===== src/rtl/alu_pkg.sv =====
// Shared encodings for the execute-stage ALU: opALU classes, R-type funct codes,
// 4-bit ALU op codes, FSM state encoding and the opALU/funct decoder.
package alu_pkg;

  localparam logic [2:0] OPALU_ADD   = 3'b000;
  localparam logic [2:0] OPALU_SUB   = 3'b001;
  localparam logic [2:0] OPALU_RTYPE = 3'b010;
  localparam logic [2:0] OPALU_AND   = 3'b011;
  localparam logic [2:0] OPALU_SLT   = 3'b100;
  localparam logic [2:0] OPALU_OR    = 3'b111;

  localparam logic [5:0] FUNCT_NOP = 6'b000000;
  localparam logic [5:0] FUNCT_ADD = 6'b100000;
  localparam logic [5:0] FUNCT_SUB = 6'b100010;
  localparam logic [5:0] FUNCT_MUL = 6'b011001;
  localparam logic [5:0] FUNCT_DIV = 6'b011010;
  localparam logic [5:0] FUNCT_AND = 6'b100100;
  localparam logic [5:0] FUNCT_OR  = 6'b100101;
  localparam logic [5:0] FUNCT_NOR = 6'b100111;
  localparam logic [5:0] FUNCT_XOR = 6'b100110;
  localparam logic [5:0] FUNCT_SLT = 6'b101010;

  localparam logic [3:0] OP_NOP = 4'b0000;
  localparam logic [3:0] OP_ADD = 4'b0001;
  localparam logic [3:0] OP_SUB = 4'b0010;
  localparam logic [3:0] OP_MUL = 4'b0011;
  localparam logic [3:0] OP_DIV = 4'b0100;
  localparam logic [3:0] OP_AND = 4'b0101;
  localparam logic [3:0] OP_OR  = 4'b0110;
  localparam logic [3:0] OP_NOR = 4'b0111;
  localparam logic [3:0] OP_SLT = 4'b1000;
  localparam logic [3:0] OP_XOR = 4'b1001;

  typedef enum logic [1:0] {
    ST_IDLE = 2'd0,
    ST_MUL  = 2'd1,
    ST_DIV  = 2'd2
  } alu_state_e;

  typedef struct packed {
    logic [3:0] op;
    logic       illegal;
  } alu_dec_t;

  // Illegal encodings decode to NOP with the illegal flag set.
  function automatic alu_dec_t decode_op(input logic [2:0] op_alu, input logic [5:0] funct);
    alu_dec_t d;
    d.op      = OP_NOP;
    d.illegal = 1'b0;
    case (op_alu)
      OPALU_ADD: d.op = OP_ADD;
      OPALU_SUB: d.op = OP_SUB;
      OPALU_AND: d.op = OP_AND;
      OPALU_SLT: d.op = OP_SLT;
      OPALU_OR:  d.op = OP_OR;
      OPALU_RTYPE: begin
        case (funct)
          FUNCT_NOP: d.op = OP_NOP;
          FUNCT_ADD: d.op = OP_ADD;
          FUNCT_SUB: d.op = OP_SUB;
          FUNCT_MUL: d.op = OP_MUL;
          FUNCT_DIV: d.op = OP_DIV;
          FUNCT_AND: d.op = OP_AND;
          FUNCT_OR:  d.op = OP_OR;
          FUNCT_NOR: d.op = OP_NOR;
          FUNCT_XOR: d.op = OP_XOR;
          FUNCT_SLT: d.op = OP_SLT;
          default:   d.illegal = 1'b1;
        endcase
      end
      default: d.illegal = 1'b1;
    endcase
    return d;
  endfunction

endpackage


===== src/rtl/alu_muldiv_iter.sv =====
// Iterative unsigned multiplier (shift-add) and restoring divider sharing one set
// of registers; WIDTH step cycles after start, done/res valid during the last step.
module alu_muldiv_iter #(
  parameter int WIDTH = 32,
  parameter int CNT_W = 6
) (
  input  logic             clk,
  input  logic             rst,
  input  logic             start,
  input  logic             is_div,
  input  logic [WIDTH-1:0] a,
  input  logic [WIDTH-1:0] b,
  output logic             done,
  output logic [WIDTH-1:0] res
);

  // r_acc: product accumulator or partial remainder.
  // r_x:   multiplicand (shifts left) or dividend/quotient shift register.
  // r_y:   multiplier (shifts right) or divisor.
  logic             r_busy;
  logic             r_is_div;
  logic [CNT_W-1:0] r_cnt;
  logic [WIDTH-1:0] r_acc;
  logic [WIDTH-1:0] r_x;
  logic [WIDTH-1:0] r_y;

  logic [WIDTH-1:0] w_mul_acc;
  logic [WIDTH:0]   w_shift;
  logic [WIDTH:0]   w_diff;
  logic             w_fits;
  logic [WIDTH-1:0] w_rem_nxt;
  logic [WIDTH-1:0] w_quo_nxt;

  always_comb begin
    w_mul_acc = r_acc + (r_y[0] ? r_x : '0);
    w_shift   = {r_acc, r_x[WIDTH-1]};
    w_diff    = w_shift - {1'b0, r_y};
    w_fits    = ~w_diff[WIDTH];
    w_rem_nxt = w_fits ? w_diff[WIDTH-1:0] : w_shift[WIDTH-1:0];
    w_quo_nxt = {r_x[WIDTH-2:0], w_fits};
  end

  assign done = r_busy && (r_cnt == CNT_W'(WIDTH - 1));
  assign res  = r_is_div ? w_quo_nxt : w_mul_acc;

  always_ff @(posedge clk) begin
    if (rst) begin
      r_busy   <= 1'b0;
      r_is_div <= 1'b0;
      r_cnt    <= '0;
      r_acc    <= '0;
      r_x      <= '0;
      r_y      <= '0;
    end else if (start) begin
      r_busy   <= 1'b1;
      r_is_div <= is_div;
      r_cnt    <= '0;
      r_acc    <= '0;
      r_x      <= a;
      r_y      <= b;
    end else if (r_busy) begin
      if (r_is_div) begin
        r_acc <= w_rem_nxt;
        r_x   <= w_quo_nxt;
      end else begin
        r_acc <= w_mul_acc;
        r_x   <= {r_x[WIDTH-2:0], 1'b0};
        r_y   <= {1'b0, r_y[WIDTH-1:1]};
      end
      if (done) begin
        r_busy <= 1'b0;
        r_cnt  <= '0;
      end else begin
        r_cnt <= r_cnt + CNT_W'(1);
      end
    end
  end

endmodule


===== src/rtl/alu_exec_seq.sv =====
// Execute-stage ALU: decode, single-cycle datapath, IDLE/MUL/DIV sequencer and
// registered outputs. Handshake: accept = in_valid & in_ready; out_valid is a 1-cycle pulse, no backpressure.
module alu_exec_seq
  import alu_pkg::*;
#(
  parameter int WIDTH = 32,
  parameter int CNT_W = 6
) (
  input  logic             clk,
  input  logic             rst,
  input  logic             in_valid,
  output logic             in_ready,
  input  logic [2:0]       opALU,
  input  logic [5:0]       opFunction,
  input  logic [WIDTH-1:0] a,
  input  logic [WIDTH-1:0] b,
  output logic             out_valid,
  output logic [WIDTH-1:0] result,
  output logic [3:0]       alu_op,
  output logic             div_by_zero,
  output logic             illegal_op,
  output alu_state_e       dbg_state
);

  alu_state_e       r_state;
  alu_state_e       w_state_nxt;
  logic             r_out_valid;
  logic [WIDTH-1:0] r_result;
  logic [3:0]       r_alu_op;
  logic             r_div_by_zero;
  logic             r_illegal_op;

  alu_dec_t         w_dec;
  logic             w_accept;
  logic [WIDTH-1:0] w_fast_res;
  logic             w_fast_dbz;
  logic             w_md_start;
  logic             w_md_is_div;
  logic             w_md_done;
  logic [WIDTH-1:0] w_md_res;
  logic             w_load;
  logic [WIDTH-1:0] w_load_res;
  logic [3:0]       w_load_op;
  logic             w_load_dbz;
  logic             w_load_ill;

  assign w_dec    = decode_op(opALU, opFunction);
  assign in_ready = (r_state == ST_IDLE);
  assign w_accept = in_valid & in_ready;

  // The DIV arm is only used when b==0; non-zero divisors go to the sequencer.
  always_comb begin
    w_fast_res = '0;
    w_fast_dbz = 1'b0;
    case (w_dec.op)
      OP_ADD: w_fast_res = a + b;
      OP_SUB: w_fast_res = a - b;
      OP_AND: w_fast_res = a & b;
      OP_OR:  w_fast_res = a | b;
      OP_NOR: w_fast_res = ~(a | b);
      OP_XOR: w_fast_res = a ^ b;
      OP_SLT: w_fast_res = {{(WIDTH-1){1'b0}}, ($signed(a) < $signed(b))};
      OP_DIV: begin
        w_fast_res = '1;
        w_fast_dbz = 1'b1;
      end
      default: w_fast_res = '0;
    endcase
  end

  alu_muldiv_iter #(
    .WIDTH (WIDTH),
    .CNT_W (CNT_W)
  ) u_muldiv (
    .clk    (clk),
    .rst    (rst),
    .start  (w_md_start),
    .is_div (w_md_is_div),
    .a      (a),
    .b      (b),
    .done   (w_md_done),
    .res    (w_md_res)
  );

  always_comb begin
    w_state_nxt = r_state;
    w_md_start  = 1'b0;
    w_md_is_div = 1'b0;
    w_load      = 1'b0;
    w_load_res  = w_fast_res;
    w_load_op   = w_dec.op;
    w_load_dbz  = w_fast_dbz;
    w_load_ill  = w_dec.illegal;
    case (r_state)
      ST_IDLE: begin
        if (w_accept) begin
          if (w_dec.op == OP_MUL) begin
            w_state_nxt = ST_MUL;
            w_md_start  = 1'b1;
          end else if ((w_dec.op == OP_DIV) && (b != '0)) begin
            w_state_nxt = ST_DIV;
            w_md_start  = 1'b1;
            w_md_is_div = 1'b1;
          end else begin
            w_load = 1'b1;
          end
        end
      end
      ST_MUL, ST_DIV: begin
        if (w_md_done) begin
          w_state_nxt = ST_IDLE;
          w_load      = 1'b1;
          w_load_res  = w_md_res;
          w_load_op   = (r_state == ST_MUL) ? OP_MUL : OP_DIV;
          w_load_dbz  = 1'b0;
          w_load_ill  = 1'b0;
        end
      end
      default: w_state_nxt = ST_IDLE;
    endcase
  end

  always_ff @(posedge clk) begin
    if (rst) begin
      r_state       <= ST_IDLE;
      r_out_valid   <= 1'b0;
      r_result      <= '0;
      r_alu_op      <= OP_NOP;
      r_div_by_zero <= 1'b0;
      r_illegal_op  <= 1'b0;
    end else begin
      r_state     <= w_state_nxt;
      r_out_valid <= w_load;
      if (w_load) begin
        r_result      <= w_load_res;
        r_alu_op      <= w_load_op;
        r_div_by_zero <= w_load_dbz;
        r_illegal_op  <= w_load_ill;
      end
    end
  end

  assign out_valid   = r_out_valid;
  assign result      = r_result;
  assign alu_op      = r_alu_op;
  assign div_by_zero = r_div_by_zero;
  assign illegal_op  = r_illegal_op;
  assign dbg_state   = r_state;

endmodule


===== config.mk =====
export PLATFORM = sky130hd
export DESIGN_NAME = alu_exec_seq
export DESIGN_NICKNAME = d
export VERILOG_FILES = /design/src/rtl/alu_pkg.sv /design/src/rtl/alu_muldiv_iter.sv /design/src/rtl/alu_exec_seq.sv
export SDC_FILE = /design/constraint.sdc
export NUM_CORES = 1
export LEC_CHECK = 0
export CORE_MARGIN = 1.5
export CORE_UTILIZATION = 38
export CTS_CLUSTER_DIAMETER = 60
export DETAILED_ROUTE_END_ITERATION = 8
export HOLD_SLACK_MARGIN = 0.08
export PLACE_DENSITY = 0.54
export SLEW_MARGIN = 5
export SYNTH_ARGS = -nofsm -noshare
export SYNTH_HDL_FRONTEND = slang
export SYNTH_SLANG_ARGS = --single-unit

===== constraint.sdc =====
create_clock -name clk -period 4.5 [get_ports clk]
set_clock_uncertainty 0.05 [all_clocks]
set_input_delay 1.125 -clock clk [delete_from_list [all_inputs] [get_ports clk]]
set_output_delay 1.125 -clock clk [all_outputs]
set_load 0.02 [all_outputs]

==> results by stage, run 1 <==
Timing:
- Measured against its own limit, the worst slew margin works out to 32.9%.
- The worst path uses between 90% and 100% of the clock period.
- Static timing analysis puts the maximum clock frequency at approximately 230 MHz.
- The final number of setup-violating endpoints is 0.
- For the pin with the worst max-slew slack, the measured transition is about 1.0 ns.
- The number of pins with negative max-slew slack in the final report came to 0.
- The minimum period implied by the final worst setup slack is between 4 and 5 ns.
- The post-route worst hold slack is 0.411 ns.
- Setup repair after global routing left no endpoint under its margin.
- The number of hold violations in the final report came to 0.

Detailed routing:
- The average routed wire per standard cell is between 20 and 25 um.
- The first detailed-routing pass took 6 iterations.
- In this run the remaining antenna-violating nets after routing total 0.
- The total wire length after detailed routing is about 70,000 um.
- For this run, design rule violations remaining after detail routing come to 0.
- In this run, the number of DRC markers left after iteration 0 of detailed routing was 1,340.
- The count of vias placed by the detailed router is 17,700.
- Using the TritonRoute via totals, the vias-per-cell ratio works out to between 5 and 6.

Die:
- From left edge to right edge, the die measures between 200 and 250 um.
- For this configuration, the core starts out at a cell density of 38.4%.
- The top-level I/O count is approximately 120.
- The die extent in y is approximately 210 um.
- The die area is 43,500 sq um.
- The number of rows in the core area is between 70 and 80.
- The core region is 41,900 sq um.

CTS:
- Clock-pin slew was measured on the worst setup and hold paths at approximately 0.070 ns.
- TritonCTS built the clock tree.
- Buffers inserted during clock tree synthesis total 17.
- The number of gates given a new drive strength after cts is 0.
- Clock tree synthesis found a total of roughly 150 sinks.
- The clock reaches the later pin of the worst-skew pair after ~0.45 ns.
- In this run the post-CTS setup repair buffer count came out at 0.
- The number of buffers added to fix hold violations after cts is 0.
- Clock tree synthesis selected as its root buffer the cell sky130_fd_sc_hd__clkbuf_16.
- Counting along the longest clock path gives a buffer depth of 2.
- The H-tree generated during clock tree synthesis spans 4 levels.

Min path:
- The classification of the worst-slack hold path is reg2reg.
- The number of cells on the worst hold path is 2.
- In this run the most critical hold path is launched from alu_op[3].
- The endpoint of the worst hold-timing path is alu_op[3].

Job:
- The max-capacitance violation count is 0.

Placement:
- The weighted congestion reported at the end of routability-driven placement is 0.968.
- Detailed placement finished with a half-perimeter wire length of between 50,000 and 60,000 um.
- The number of port buffers is between 100 and 150.

Worst setup path:
- The signal arrival time at the worst endpoint is around 4.6 ns.
- The worst register-to-register path has a setup slack of 0.48 ns.
- The critical path startpoint category is an input pin.
- The critical path required time is roughly 4.7 ns.
- The depth of the most critical reg-to-reg path is 14.
- The critical path start-end classification is in2reg.
- The origin of the critical flop-to-flop path is u_muldiv.r_x[31].
- The worst reg2reg path endpoint is u_muldiv.r_acc[9].
- Along the worst path, the maximum fanout reaches 4.
- STA classifies the critical path endpoint as a flip-flop.

Synth:
- The area of the mapped netlist is approximately 16,000 sq um.
- By area the synthesized netlist is led by sky130_fd_sc_hd__dfxtp_1 (18%), sky130_fd_sc_hd__ha_1 (13%), sky130_fd_sc_hd__a21oi_1 (6.9%), sky130_fd_sc_hd__nor2_1 (5.7%), sky130_fd_sc_hd__a211oi_1 (4.5%).
- The mean cell area of the mapped netlist is about 7.3 sq um.
- The number of nets produced by synthesis is 2,453.
- The biggest area contributor in the post-synthesis netlist is sky130_fd_sc_hd__dfxtp_1.
- Yosys printed 0 warnings.
- The count of unique library cells instantiated by Yosys is between 80 and 90.
- The proportion of synthesized chip area in sequential cells is a little under a fifth.
- The share of the synthesized area in the top cell type is a little under a fifth.
- After synthesis, the share of flip-flops with an asynchronous set or reset is 0%.
- The synthesized netlist cell count is about 2,200.
- The most used flip-flop cell after synthesis is sky130_fd_sc_hd__dfxtp_1.
- Counting flops with a built-in enable in the synthesized netlist gives 0.
- The synthesized design contains 145 register bits.

Finish:
- The final layout net count is 2,733.
- The area growth from synthesis to final layout is 26.2%.
- The ratio of cells with drive above 1 in the final layout is roughly 14%.

Global routing:
- The largest net degree at the start of global routing is 102.
- Across every metal layer, demand over resource in global routing totals 31.6%.
- The wire length of the first global-routing pass is between 100,000 and 150,000 um.
- After global routing the overflow that remains totals 0.
- The initial antenna violation count is 6.
- The via count of the first global-routing pass was 17,300.

Status:
- The run finished with clean final reports.

Power and ir drop:
- The standby leakage power is 8.75 nW.
- The total power is between 5 and 6 mW.
- The worst vdd rail ir drop is between 0.2 and 0.3 mV.
- The ratio of total power to cell area is approximately 270 nW/um^2.
-- cell usage in the layout (no fill, tap or decap), types with 26 or more instances in the layout --
cell                              count
sky130_fd_sc_hd__ha_1               164
sky130_fd_sc_hd__nor3_1              34
sky130_fd_sc_hd__clkdlybuf4s50_1    116
sky130_fd_sc_hd__nand2b_1            33
sky130_fd_sc_hd__a31oi_1             26
sky130_fd_sc_hd__nor2_1             243
sky130_fd_sc_hd__o221ai_1            28
sky130_fd_sc_hd__mux2i_1             69
sky130_fd_sc_hd__buf_4              280
sky130_fd_sc_hd__inv_1              155
sky130_fd_sc_hd__and2_1              41
sky130_fd_sc_hd__xor2_1              26
sky130_fd_sc_hd__a211oi_1            96
sky130_fd_sc_hd__a21oi_1            219
sky130_fd_sc_hd__o21ai_0            114
sky130_fd_sc_hd__dfxtp_1            143
sky130_fd_sc_hd__nand2_1            138
sky130_fd_sc_hd__xnor2_1             58
sky130_fd_sc_hd__nand3_1             51
sky130_fd_sc_hd__o211ai_1            32
sky130_fd_sc_hd__a21o_1              35
-- where the power goes --
part           internal, mW  total (mW)  switching [mW]
Sequential             1.38        1.49           0.107
Clock                 0.882        1.50           0.614
Combinational          1.09        2.53            1.44
Total                  3.36        5.51            2.16
-- Yosys cell counts (7+ instances only) --
cell / n
sky130_fd_sc_hd__a211oi_1: 96
sky130_fd_sc_hd__a21o_1: 35
sky130_fd_sc_hd__a21oi_1: 220
sky130_fd_sc_hd__a221o_1: 7
sky130_fd_sc_hd__a221oi_1: 15
sky130_fd_sc_hd__a311oi_1: 8
sky130_fd_sc_hd__a31o_2: 10
sky130_fd_sc_hd__a31oi_1: 28
sky130_fd_sc_hd__a32o_1: 7
sky130_fd_sc_hd__and2_1: 41
sky130_fd_sc_hd__and3_1: 10
sky130_fd_sc_hd__buf_2: 18
sky130_fd_sc_hd__clkbuf_1: 114
sky130_fd_sc_hd__dfxtp_1: 145
sky130_fd_sc_hd__ha_1: 164
sky130_fd_sc_hd__inv_1: 155
sky130_fd_sc_hd__mux2i_1: 69
sky130_fd_sc_hd__nand2_1: 138
sky130_fd_sc_hd__nand2b_1: 33
sky130_fd_sc_hd__nand3_1: 52
sky130_fd_sc_hd__nand4_1: 18
sky130_fd_sc_hd__nor2_1: 244
sky130_fd_sc_hd__nor2b_1: 24
sky130_fd_sc_hd__nor3_1: 34
sky130_fd_sc_hd__nor3b_1: 9
sky130_fd_sc_hd__nor4_1: 19
sky130_fd_sc_hd__o211a_1: 8
sky130_fd_sc_hd__o211ai_1: 32
sky130_fd_sc_hd__o21a_1: 24
sky130_fd_sc_hd__o21ai_0: 115
sky130_fd_sc_hd__o21bai_1: 17
sky130_fd_sc_hd__o221ai_1: 28
sky130_fd_sc_hd__o22ai_1: 15
sky130_fd_sc_hd__o31a_1: 8
sky130_fd_sc_hd__o31ai_1: 12
sky130_fd_sc_hd__or2_2: 7
sky130_fd_sc_hd__or3_1: 13
sky130_fd_sc_hd__xnor2_1: 58
sky130_fd_sc_hd__xor2_1: 26
-- routing by layer --
layer	track usage [%]	share of wire, %	vias up
met5	0	0.032	-
li1	-	-	8637
met4	12.5	4.1	4
met3	3.80	4.6	108
met2	54.8	48	512
met1	39.7	43	8471
-- flip-flops by register name, indices dropped and copies added, names as in the netlist --
signal / count
result: 32
u_muldiv.r_acc: 32
u_muldiv.r_x: 32
u_muldiv.r_y: 32
u_muldiv.r_cnt: 6
alu_op: 4
dbg_state: 2
div_by_zero: 1
illegal_op: 1
out_valid: 1
u_muldiv.r_busy: 1
u_muldiv.r_is_div: 1
-- worst max-delay path, stage by stage --
cell	delay, ns
sky130_fd_sc_hd__clkdlybuf4s50_1	0.45
sky130_fd_sc_hd__inv_1	0.09
sky130_fd_sc_hd__ha_1	0.17
sky130_fd_sc_hd__inv_1	0.06
sky130_fd_sc_hd__fa_1	0.39
sky130_fd_sc_hd__nor2b_1	0.17
sky130_fd_sc_hd__o211ai_1	0.30
sky130_fd_sc_hd__nand3_1	0.19
sky130_fd_sc_hd__a311oi_1	0.30
sky130_fd_sc_hd__buf_4	0.19
sky130_fd_sc_hd__o41ai_1	0.15
sky130_fd_sc_hd__buf_4	0.20
sky130_fd_sc_hd__a221oi_1	0.27
sky130_fd_sc_hd__mux2i_1	0.11
sky130_fd_sc_hd__o311ai_1	0.28
sky130_fd_sc_hd__a21oi_1	0.10
-- how the worst max path moves through the flow --
stage                     from          to  slack (ns)  depth (start not counted)
after global routing      a[0]  result[22]        0.01                         16
after CTS                 a[0]  result[28]        0.17                         16
after detailed placement  a[0]  result[28]       -0.29                         13
after global placement    a[0]  result[14]       -0.25                         16
after floorplan           a[0]  result[28]        0.40                         12
final                     a[0]  result[22]        0.18                         16
-- area by class of cell --
class	count	area, sq um
clock inverters	10	125
fillers	4311	21600
diodes	3	7.51
inverters	155	582
clock buffers	22	485
flip-flops and latches	145	2910
multi-input cells	1765	12100
repair buffers	405	3440
well taps	539	674
-- through the flow --
stage / setup slack, ns / utilization [%] / TNS [ns] / cells / cell area [sq um]
after detailed placement: -0.292 / 47.0 / -2.39 / 3009 / 19700
after global placement: -0.254 / 47.0 / -1.90 / 3009 / 19700
after global routing: 0.0129 / 48.4 / 0 / 3041 / 20300
after floorplan: 0.402 / - / 0 / 2209 / 16100
final: 0.177 / 48.4 / 0 / 3044 / 20300
after CTS: 0.173 / 48.4 / 0 / 3041 / 20300
-- logic make-up after synthesis --
logic type	share of synthesized area, %
AND/OR/NAND/NOR	19.7
flip-flops	18.1
AO/OA/AOI/OAI	32.6
multiplexers	4.51
XOR/XNOR	4.58
buffers and inverters	7.31
adder cells (fa/ha/maj)	13.3
(Power assumes the default switching activity.)
==> run 2: changes to the inputs <==
--- a/config.mk
+++ b/config.mk
@@ -7,6 +7,7 @@
 export LEC_CHECK = 0
 export CORE_MARGIN = 1.5
 export CORE_UTILIZATION = 38
+export CTS_BUF_LIST = sky130_fd_sc_hd__clkbuf_4 sky130_fd_sc_hd__clkbuf_8
 export CTS_CLUSTER_DIAMETER = 60
 export DETAILED_ROUTE_END_ITERATION = 8
 export HOLD_SLACK_MARGIN = 0.08
==> run 2 against run 1 <==
Compared with the run above: flip-flop and latch count unchanged; die area unchanged; worst setup slack worse by 0.011 ns; sequential share of layout area up 0.13 points; sequential power about the same; clock power down 23%; via count up 0.26%; fmax down 0.24%; global-route usage about the same; non-clock buffer count unchanged; largest cell class unchanged; highest routed layer unchanged.
==> results by stage, run 2 (synthesized netlist as in run 1, its figures left out) <==
Detailed routing:
- The sum of routed wire segments on met1 is 30,200 um (was 30,000 um).
- The average routed wire per standard cell is 23.0 um (was 22.9 um).
- The average via count per standard cell is 5.84 (was 5.83).
- The highest routed metal layer is met5 (unchanged).
- The post-route DRC violation count came to 0 (unchanged).
- The number of detailed-route iterations in the first pass is 6 (unchanged).
- The post-detailed-route count of antenna-violating nets came to 0 (unchanged).
- The total wire length after detailed routing is 69,900 um (was 69,700 um).
- The count of vias placed by the detailed router is 17,800 (was 17,700).
- The met2 wire length came to 33,700 um (was 33,600 um).
- The sum of met3 wire segment lengths after detailed routing is 3060 um (was 3220 um).
- The violation count after the first detailed-route iteration was 1,335 (was 1,340).

Worst setup path:
- The capturing element type of the critical path is a flip-flop (unchanged).
- The slowest cell on the critical path was sky130_fd_sc_hd__clkdlybuf4s50_1 (unchanged).
- Cell-by-cell listing of the critical path: clkdlybuf4s50_1, inv_1, ha_1, inv_1, fa_1, nor2b_1, o211ai_1, nand3_1, a311oi_1, buf_4, o31a_1, o21ai_1, a31oi_1, o22ai_1, a221o_1, o2bb2ai_1 (was clkdlybuf4s50_1, inv_1, ha_1, inv_1, fa_1, nor2b_1, o211ai_1, nand3_1, a311oi_1, buf_4, o41ai_1, buf_4, a221oi_1, mux2i_1, o311ai_1, a21oi_1).
- The critical path start-end classification is in2reg (unchanged).
- The largest incremental delay on the critical path is 0.45 ns (about the same).
- The critical path startpoint category is an input pin (unchanged).
- The signal arrival time at the worst endpoint was 4.64 ns (was 4.56 ns).
- The critical path required time is 4.80 ns (was 4.74 ns).
- The largest fanout on the critical path came to 4 (unchanged).
- The cell repeated most along the worst path is sky130_fd_sc_hd__inv_1.

Finish:
- Leading cell types in the layout, fill and taps excluded: sky130_fd_sc_hd__buf_4 (280), sky130_fd_sc_hd__nor2_1 (243), sky130_fd_sc_hd__a21oi_1 (219) (unchanged).
- The ratio of cells with drive above 1 in the final layout is 14.5% (was 14.4%).
- The final layout net count was 2,733 (unchanged).
- The final design utilization was 48.0% (was 48.4%).
- The leading cell type in the layout, fill and taps excluded is sky130_fd_sc_hd__buf_4 (unchanged).
- The area growth from synthesis to final layout was 25.0% (was 26.2%).
- The fill cell instance count of the final layout is 4,331 (was 4,311).
- The post-layout instance count excluding filler cells came to 3,043 (was 3,044).

Die:
- The core region area came to 41,900 sq um (unchanged).
- The number of rows in the core area is 75 (unchanged).
- The die area came to 43,500 sq um (unchanged).
- The top-level I/O count is 118 (unchanged).
- The die extent in y is 209 um (unchanged).
- The effective utilization at floorplan was 38.4% (unchanged).
- The horizontal die dimension is 209 um (unchanged).

CTS:
- The number of buffers on the longest clock path came to 2 (unchanged).
- The CTS H-tree depth is 4 (unchanged).
- The post-CTS repair timing setup buffer count was 0 (unchanged).
- The number of buffers added to fix hold violations after cts was 0 (unchanged).
- The clock-pin slew reported for the worst setup and hold paths after clock tree synthesis is 0.10 ns (was 0.07 ns).
- The number of gates given a new drive strength after cts is 0 (unchanged).
- The number of clock buffers inserted by TritonCTS is 17 (unchanged).
- The CTS tree was yes (unchanged).
- The CTS root buffer is sky130_fd_sc_hd__clkbuf_8 (was sky130_fd_sc_hd__clkbuf_16).
- The TritonCTS sink count came to 145 (unchanged).
- The insertion delay to the later sink of the worst-skew pair is 0.50 ns (was 0.45 ns).

Timing:
- The number of pins with negative max-slew slack in the final report is 0 (unchanged).
- The final critical-path share of the clock period came to 96.3% (was 96.1%).
- The fmax came to 231 MHz (about the same).
- The worst-case headroom to the max-slew limit is 31.4% (was 32.9%).
- The final number of setup-violating endpoints was 0 (unchanged).
- The minimum period implied by the final worst setup slack was 4.33 ns (was 4.32 ns).
- The number of hold violations in the final report was 0 (unchanged).
- The actual transition at the worst max-transition pin is 1.03 ns (was 1.01 ns).
- Unrepaired setup endpoints after global routing: false (unchanged).

Placement:
- The number of cells after detailed placement came to 3,009 (unchanged).
- The HPWL after detailed placement is 55,900 um (unchanged).
- The number of port buffers is 117 (unchanged).
- The weighted congestion reported at the end of routability-driven placement is 0.968 (unchanged).

Min path:
- The classification of the worst-slack hold path is reg2reg (unchanged).

Global routing:
- The aggregate global routing overflow was 0 (unchanged).
- The total routing usage reported by global routing is 31.6% (about the same).
- The largest net degree at the start of global routing is 102 (unchanged).
- The initial antenna violation count is 6 (unchanged).
- The via count of the first global-routing pass came to 17,300 (about the same).
- The wire length of the first global-routing pass came to 105,000 um (about the same).

Power and ir drop:
- The total power came to 5.18 mW (was 5.51 mW).
- The worst vdd rail ir drop is 0.216 mV (was 0.283 mV).
- The standby leakage power was 8.67 nW (was 8.75 nW).
- The ratio of total power to cell area is 258 nW/um^2 (was 272 nW/um^2).

Job:
- The max-capacitance violation count is 0 (unchanged).

Status:
- Result of the run: finished clean (unchanged).
-- run 2: cell count changes in the layout (fill, tap and decap cells not counted) --
cell,before,now
sky130_fd_sc_hd__clkbuf_4,0,2
sky130_fd_sc_hd__a31oi_1,26,27
sky130_fd_sc_hd__bufinv_16,2,3
sky130_fd_sc_hd__clkbuf_16,18,0
sky130_fd_sc_hd__a31oi_2,2,1
sky130_fd_sc_hd__clkbuf_1,2,0
sky130_fd_sc_hd__diode_2,3,2
sky130_fd_sc_hd__clkbuf_8,2,19
-- run 2: worst max-delay path, delay by kind of cell --
family	cells	cell delay, ns
AO/OA/AOI/OAI	8	1.80
buffers and inverters	4	0.79
adder cells (fa/ha/maj)	2	0.56
AND/OR/NAND/NOR	2	0.36
-- run 2: area by class of cell --
cell class / count / area [sq um] / share of cell area [%]
diodes: 2 / 5.00 / 0.0249
clock buffers: 21 / 277 / 1.38
clock inverters: 11 / 155 / 0.772
inverters: 155 / 582 / 2.90
repair buffers: 405 / 3440 / 17.1
flip-flops and latches: 145 / 2910 / 14.5
multi-input cells: 1765 / 12000 / 60.0
well taps: 539 / 674 / 3.36
-- run 2: final timing paths --
kind	start	end	slack, ns	cells after the start
max	a[0]	result[28]	0.17	16
min	alu_op[3]	alu_op[3]	0.42	2
max reg2reg	u_muldiv.r_x[31]	u_muldiv.r_acc[9]	0.46	14
min reg2reg	alu_op[3]	alu_op[3]	0.42	2
-- run 2: power breakdown --
group | internal, mW | leakage [nW] | switching [mW] | total [mW]
Sequential | 1.38 | 1.18 | 0.108 | 1.49
Clock | 0.593 | 0.206 | 0.571 | 1.16
Combinational | 1.09 | 7.29 | 1.44 | 2.53
-- run 2: per-layer routing --
metal | vias to the layer above | global-route usage [%]
li1 | 8641 | -
met1 | 8495 | 39.8
met4 | 4 | 13.1
met3 | 112 | 3.50
met5 | - | 0
met2 | 526 | 54.7
-- run 2: through the flow --
step	setup WS [ns]	hold slack [ns]	setup TNS (ns)	cell area, sq um
5_1_grt	0.0360	0.455	0	20100
4_1_cts	0.246	0.418	0	20100
2_1_floorplan	0.402	0.412	0	16100
3_3_place_gp	-0.254	0.393	-1.90	19700
3_5_place_dp	-0.292	0.407	-2.39	19700
6_report	0.166	0.417	0	20100
==> run 3: changes to the inputs <==
--- a/config.mk
+++ b/config.mk
@@ -12,6 +12,7 @@
 export DETAILED_ROUTE_END_ITERATION = 8
 export HOLD_SLACK_MARGIN = 0.08
 export PLACE_DENSITY = 0.54
+export SKIP_CTS_REPAIR_TIMING = 1
 export SLEW_MARGIN = 5
 export SYNTH_ARGS = -nofsm -noshare
 export SYNTH_HDL_FRONTEND = slang
==> results of run 3 <==
No change in the layout: final DEF, timing and power equal those of run 2.
